[config.mk]
export PLATFORM = sky130hd
export DESIGN_NAME = signed_num_flat
export DESIGN_NICKNAME = d
export VERILOG_FILES = /design/src/rtl/signed_num_pkg.sv /design/src/rtl/signed_num_if.sv /design/src/rtl/signed_num_gt_cmp.sv /design/src/rtl/signed_num.sv /design/src/flat_wrapper.sv
export SDC_FILE = /design/constraint.sdc
export NUM_CORES = 1
export LEC_CHECK = 0
export CORE_AREA = 2 2 39 41
export CTS_CLUSTER_DIAMETER = 40
export DETAILED_ROUTE_END_ITERATION = 16
export DIE_AREA = 0 0 41 43
export SYNTH_ARGS = -nofsm -noshare
export SYNTH_HDL_FRONTEND = slang
export SYNTH_SLANG_ARGS = --single-unit
[constraint.sdc]
create_clock -name clk -period 0.85 [get_ports clk]
set_input_delay 0.085 -clock clk [delete_from_list [all_inputs] [get_ports clk]]
set_output_delay 0.085 -clock clk [all_outputs]
set_load 0.01 [all_outputs]
[src/rtl/signed_num_pkg.sv]
// Shared constants for the signed/unsigned magnitude comparator.
package signed_num_pkg;

  // Operand interpretation selectors for CMP_MODE.
  localparam int CMP_UNSIGNED = 0;
  localparam int CMP_SIGNED   = 1;

  // Default operand width.
  localparam int DEF_CMP_WIDTH = 4;

endpackage : signed_num_pkg

[src/rtl/signed_num_if.sv]
// Operand/result bundle for the comparator: the driver owns a/b, the comparator owns res.
interface signed_num_if
  import signed_num_pkg::*;
#(
  parameter int WIDTH = DEF_CMP_WIDTH
);

  logic [WIDTH-1:0] a;
  logic [WIDTH-1:0] b;
  logic             res;

  modport master (output a, output b, input res);
  modport slave  (input a, input b, output res);

endinterface : signed_num_if

[src/rtl/signed_num_gt_cmp.sv]
// Combinational strict greater-than compare, signed or unsigned by CMP_MODE.
module gt_cmp
  import signed_num_pkg::*;
#(
  parameter int WIDTH    = DEF_CMP_WIDTH,
  parameter int CMP_MODE = CMP_SIGNED
) (
  input  logic [WIDTH-1:0] a,
  input  logic [WIDTH-1:0] b,
  output logic             gt
);

  // Both operands are remapped identically so the final compare is always
  // unsigned-vs-unsigned; no mixed-signedness expression can arise.
  logic [WIDTH-1:0] a_ord;
  logic [WIDTH-1:0] b_ord;

  generate
    if (CMP_MODE == CMP_SIGNED) begin : g_signed
      // Inverting the sign bit maps two's-complement order onto unsigned
      // order: most negative becomes 0, most positive becomes all ones.
      assign a_ord = {~a[WIDTH-1], a[WIDTH-2:0]};
      assign b_ord = {~b[WIDTH-1], b[WIDTH-2:0]};
    end else begin : g_unsigned
      assign a_ord = a;
      assign b_ord = b;
    end
  endgenerate

  assign gt = (a_ord > b_ord);

endmodule : gt_cmp

[src/rtl/signed_num.sv]
// Registered comparator: res <= (a > b) each clock, cleared by synchronous active-low reset.
module signed_num
  import signed_num_pkg::*;
#(
  parameter int WIDTH    = DEF_CMP_WIDTH,
  parameter int CMP_MODE = CMP_SIGNED
) (
  input  logic        clk,
  input  logic        reset,
  signed_num_if.slave bus
);

  logic gt_next;
  logic res_reg;

  gt_cmp #(
    .WIDTH    (WIDTH),
    .CMP_MODE (CMP_MODE)
  ) u_gt_cmp (
    .a  (bus.a),
    .b  (bus.b),
    .gt (gt_next)
  );

  // Result register; reset wins over the new comparison.
  always_ff @(posedge clk) begin
    if (!reset) begin
      res_reg <= 1'b0;
    end else begin
      res_reg <= gt_next;
    end
  end

  assign bus.res = res_reg;

endmodule : signed_num

[src/flat_wrapper.sv]
// flat-port wrapper written by rule: the top's interface ports become plain ports
module signed_num_flat import signed_num_pkg::*;
#(
  parameter int WIDTH    = DEF_CMP_WIDTH,
  parameter int CMP_MODE = CMP_SIGNED
)
  (clk, reset, bus_a, bus_b, bus_res);
  signed_num_if #(.WIDTH(WIDTH)) bus_i ();
  input  logic clk;
  input  logic reset;
  input wire logic [$bits(bus_i.a)-1:0] bus_a;
  input wire logic [$bits(bus_i.b)-1:0] bus_b;
  output wire logic [$bits(bus_i.res)-1:0] bus_res;
  assign bus_i.a = bus_a;
  assign bus_i.b = bus_b;
  assign bus_res = bus_i.res;
  signed_num #(.WIDTH(WIDTH), .CMP_MODE(CMP_MODE)) u_core (.clk(clk), .reset(reset), .bus(bus_i));
endmodule
== After elaboration in Yosys (flattened, before gate mapping) ==
Index checks and enable logic that the tools add are counted.
Operators by class
  order comparisons: 1
  bitwise operators: 2
Operators with widths (number)
  4-bit greater-than comparator: 1
  1-bit inverter: 2
Word-level totals
  register bits after elaboration: 1
  output and inout port bits: 1
  logic and storage cells: 4

== Longest topological paths before layout ==
  word-level depth: 2
  depth in mapped cells: 5
  mapped depth without buffers: 5

== Cells and area by module ==
From an unflattened synthesis, not the netlist that was laid out.
Unflattened totals
  cell total of the unflattened synthesis: 15
  area total of the unflattened synthesis: 125.1 sq um
By module, submodules not included
  gt_cmp: instances 1, cells each 13, area an instance 98.8 sq um, sequential area each 0.0 sq um
  signed_num: instances 1, cells each 2, area an instance 26.3 sq um, sequential area each 20.0 sq um

== Least setup slack after synthesis ==
Ideal clock, no wire load.
  kind: input -> register
  start: input bus_b[1]
  end: register u_core.res_reg, in the netlist u_core.bus.res
  arrival time: 0.724 ns
  required time: 0.728 ns
  path slack: 0.003 ns
  stages on the path: 5
  path through: inv_1 -> ha_1 -> nor2b_1 -> o211ai_1 -> a21oi_1
On the way
  word-level cells in the longest chain between the ends: 1
RTL lines
  start: declaration: RTL line flat_wrapper.sv:12  | input wire logic [$bits(bus_i.b)-1:0] bus_b;
  4-bit greater-than comparator: RTL line signed_num_gt_cmp.sv:30  | assign gt = (a_ord > b_ord);
  end signal: assignment: RTL line signed_num.sv:30  | res_reg <= gt_next;
  end: declaration: RTL line signed_num.sv:14  | logic res_reg;
No other way between the ends.
A chain may end at the register's enable or synchronous reset.

== Final worst setup path ==
Ends and elaborated chain as after synthesis.

==> results.cfg <==
[floorplanning]
die_area_mm2 = 0.00176
die_h_um = 43
io_pins = 11
start_util_pct = 8.59
core_area_mm2 = 0.00138
rows = 14
die_w_um = 41

[timing]
hold_viol = 0
finalSetupViolCount = 1
whs_ns = 0.504
maxSlewViolCount = 0
period_share_pct = 105
rsz0062_at_grt = true
finalCriticalPeriod_ns = 0.894
setup_ws_ns = -0.0440
worst-slew-pin-transition_ns = 0.183
fmax_ghz = 1.12
slew_headroom_pct = 87.7

[cells_and_area]
antenna_cells = 0
layout_common_cells = 4 x ha_4, 3 x inv_2, 3 x clkdlybuf4s15_1, 3 x clkbuf_2
syn2layout_area_growth_pct = 140
nFillCells = 154
register_area_um2 = 20.0
largest_reg_flops = 1
final_util_pct = 20.6
nets = 41
final_common_cell = ha_4
fin_cells = 41
drive_above_1_share_pct = 60.0
multi_input_area_um2 = 141

[worst_setup_path]
path_class = input port to register
crit_arrival_ns = 0.77
critical_path_required_ns = 0.73
cp-start-kind = input port
path_max_fanout = 2
crit_path_end_kind = register

[grt]
grt.total_usage_pct = 4.00
grt-busiest-layer = met2
grt_max_degree = 4
grt_pass1_wl_um = 517
grtUsageMet3_pct = 0
grt_pass1_vias = 139
use_met1_pct = 6.03
grt_overflow = 0
met2_usage_pct = 6.56
grt_antenna_before_repair = 0

[synth]
ys_ff_latch = 1
synth_cell_types = 8
syn_avg_cell_area_um2 = 7.92
syn-num-nets = 29
synth_area_um2 = 119
ys_seq_area_share_pct = 16.8
postSynthCellCount = 15
synth_warnings = 0

[detailed_routing]
vias_per_cell = 3.44
drcViolationCount = 0
antenna_left = 0
avgRoutedWirePerCell_um = 7.54
drt_wl_total_um = 309
first_pass_iters = 3
initialDrtViolationCount = 2
vias = 141

[pwr]
peakVddDrop_uv = 162
leakage_uw = 0.000117
power_density_mw_per_mm2 = 594

[place]
dp.cells = 41
gp_congestion = 0.590
io_buffers = 10
hpwl_um = 237

[clock_network]
clk_pin_slew_worst_paths_ns = 0

[run_status]
violations = setup timing
status = finished, violations left

[hold_path]
min_path_type = input port to register
holdPathStages = 4

[flow_run]
cap_violations = 0
==> worst max-delay path, stage by stage <==
cell and delay, ns:
buf_6 0.09, inv_4 0.04, ha_4 0.18, nor2b_1 0.12
o211ai_1 0.18, a21oi_2 0.07
==> layout make-up <==
type | count | area share (%)
inverter | 4 | 6.14
multi-input combinational | 10 | 49.6
sequential | 1 | 7.02
tap | 16 | 7.02
timing repair buffer | 10 | 30.3
==> where the power goes <==
group	switching (µW)	internal, µW
Sequential	0.749	52.3
Combinational	47.4	69.1
Clock	0	0
==> layer usage <==
layer	wire, µm	share of wire (%)
met1	148	48
met3	42	14
met4	0	0
met2	118	38
met5	0	0
==> cells in the mapped netlist <==
library cell / instances / area [µm²]
a21oi_1: 2 / 10.0
dfxtp_1: 1 / 20.0
ha_1: 4 / 50.1
inv_1: 4 / 15.0
nand2_1: 1 / 3.75
nand4_1: 1 / 6.26
nor2b_1: 1 / 6.26
o211ai_1: 1 / 7.51
==> stage by stage <==
step	worst slack (ns)	cell area, µm²	setup TNS [ns]	power, µW
5_1_grt	-0.0841	285	-0.0841	185
3_5_place_dp	-0.508	239	-0.552	147
3_3_place_gp	-0.508	239	-0.551	145
6_report	-0.0440	285	-0.0440	170
4_1_cts	-0.0548	294	-0.0548	168
2_1_floorplan	0.00335	119	0	89.3
==> what timing repair did <==
action / 4_1_cts / 5_1_grt
endpoints found under the setup margin: 2 / 1
buffers inserted: 0 / 0
gates resized for setup: 30 / 6
hold buffers: 0 / 0
pin swaps: 8 / 4
==> worst paths after layout <==
path                 start              to  slack (ns)
setup / recovery  bus_b[1]  u_core.bus.res       -0.04
hold / removal    bus_b[3]  u_core.bus.res        0.50
==> logic make-up after synthesis <==
family	Yosys count	share of synthesized area [%]
compound gates	3	14.7
buf+inv	4	12.6
simple gates	3	13.7
fa+ha+maj	4	42.1
flops	1	16.8
No activity file was read; power rests on OpenSTA's default activity.
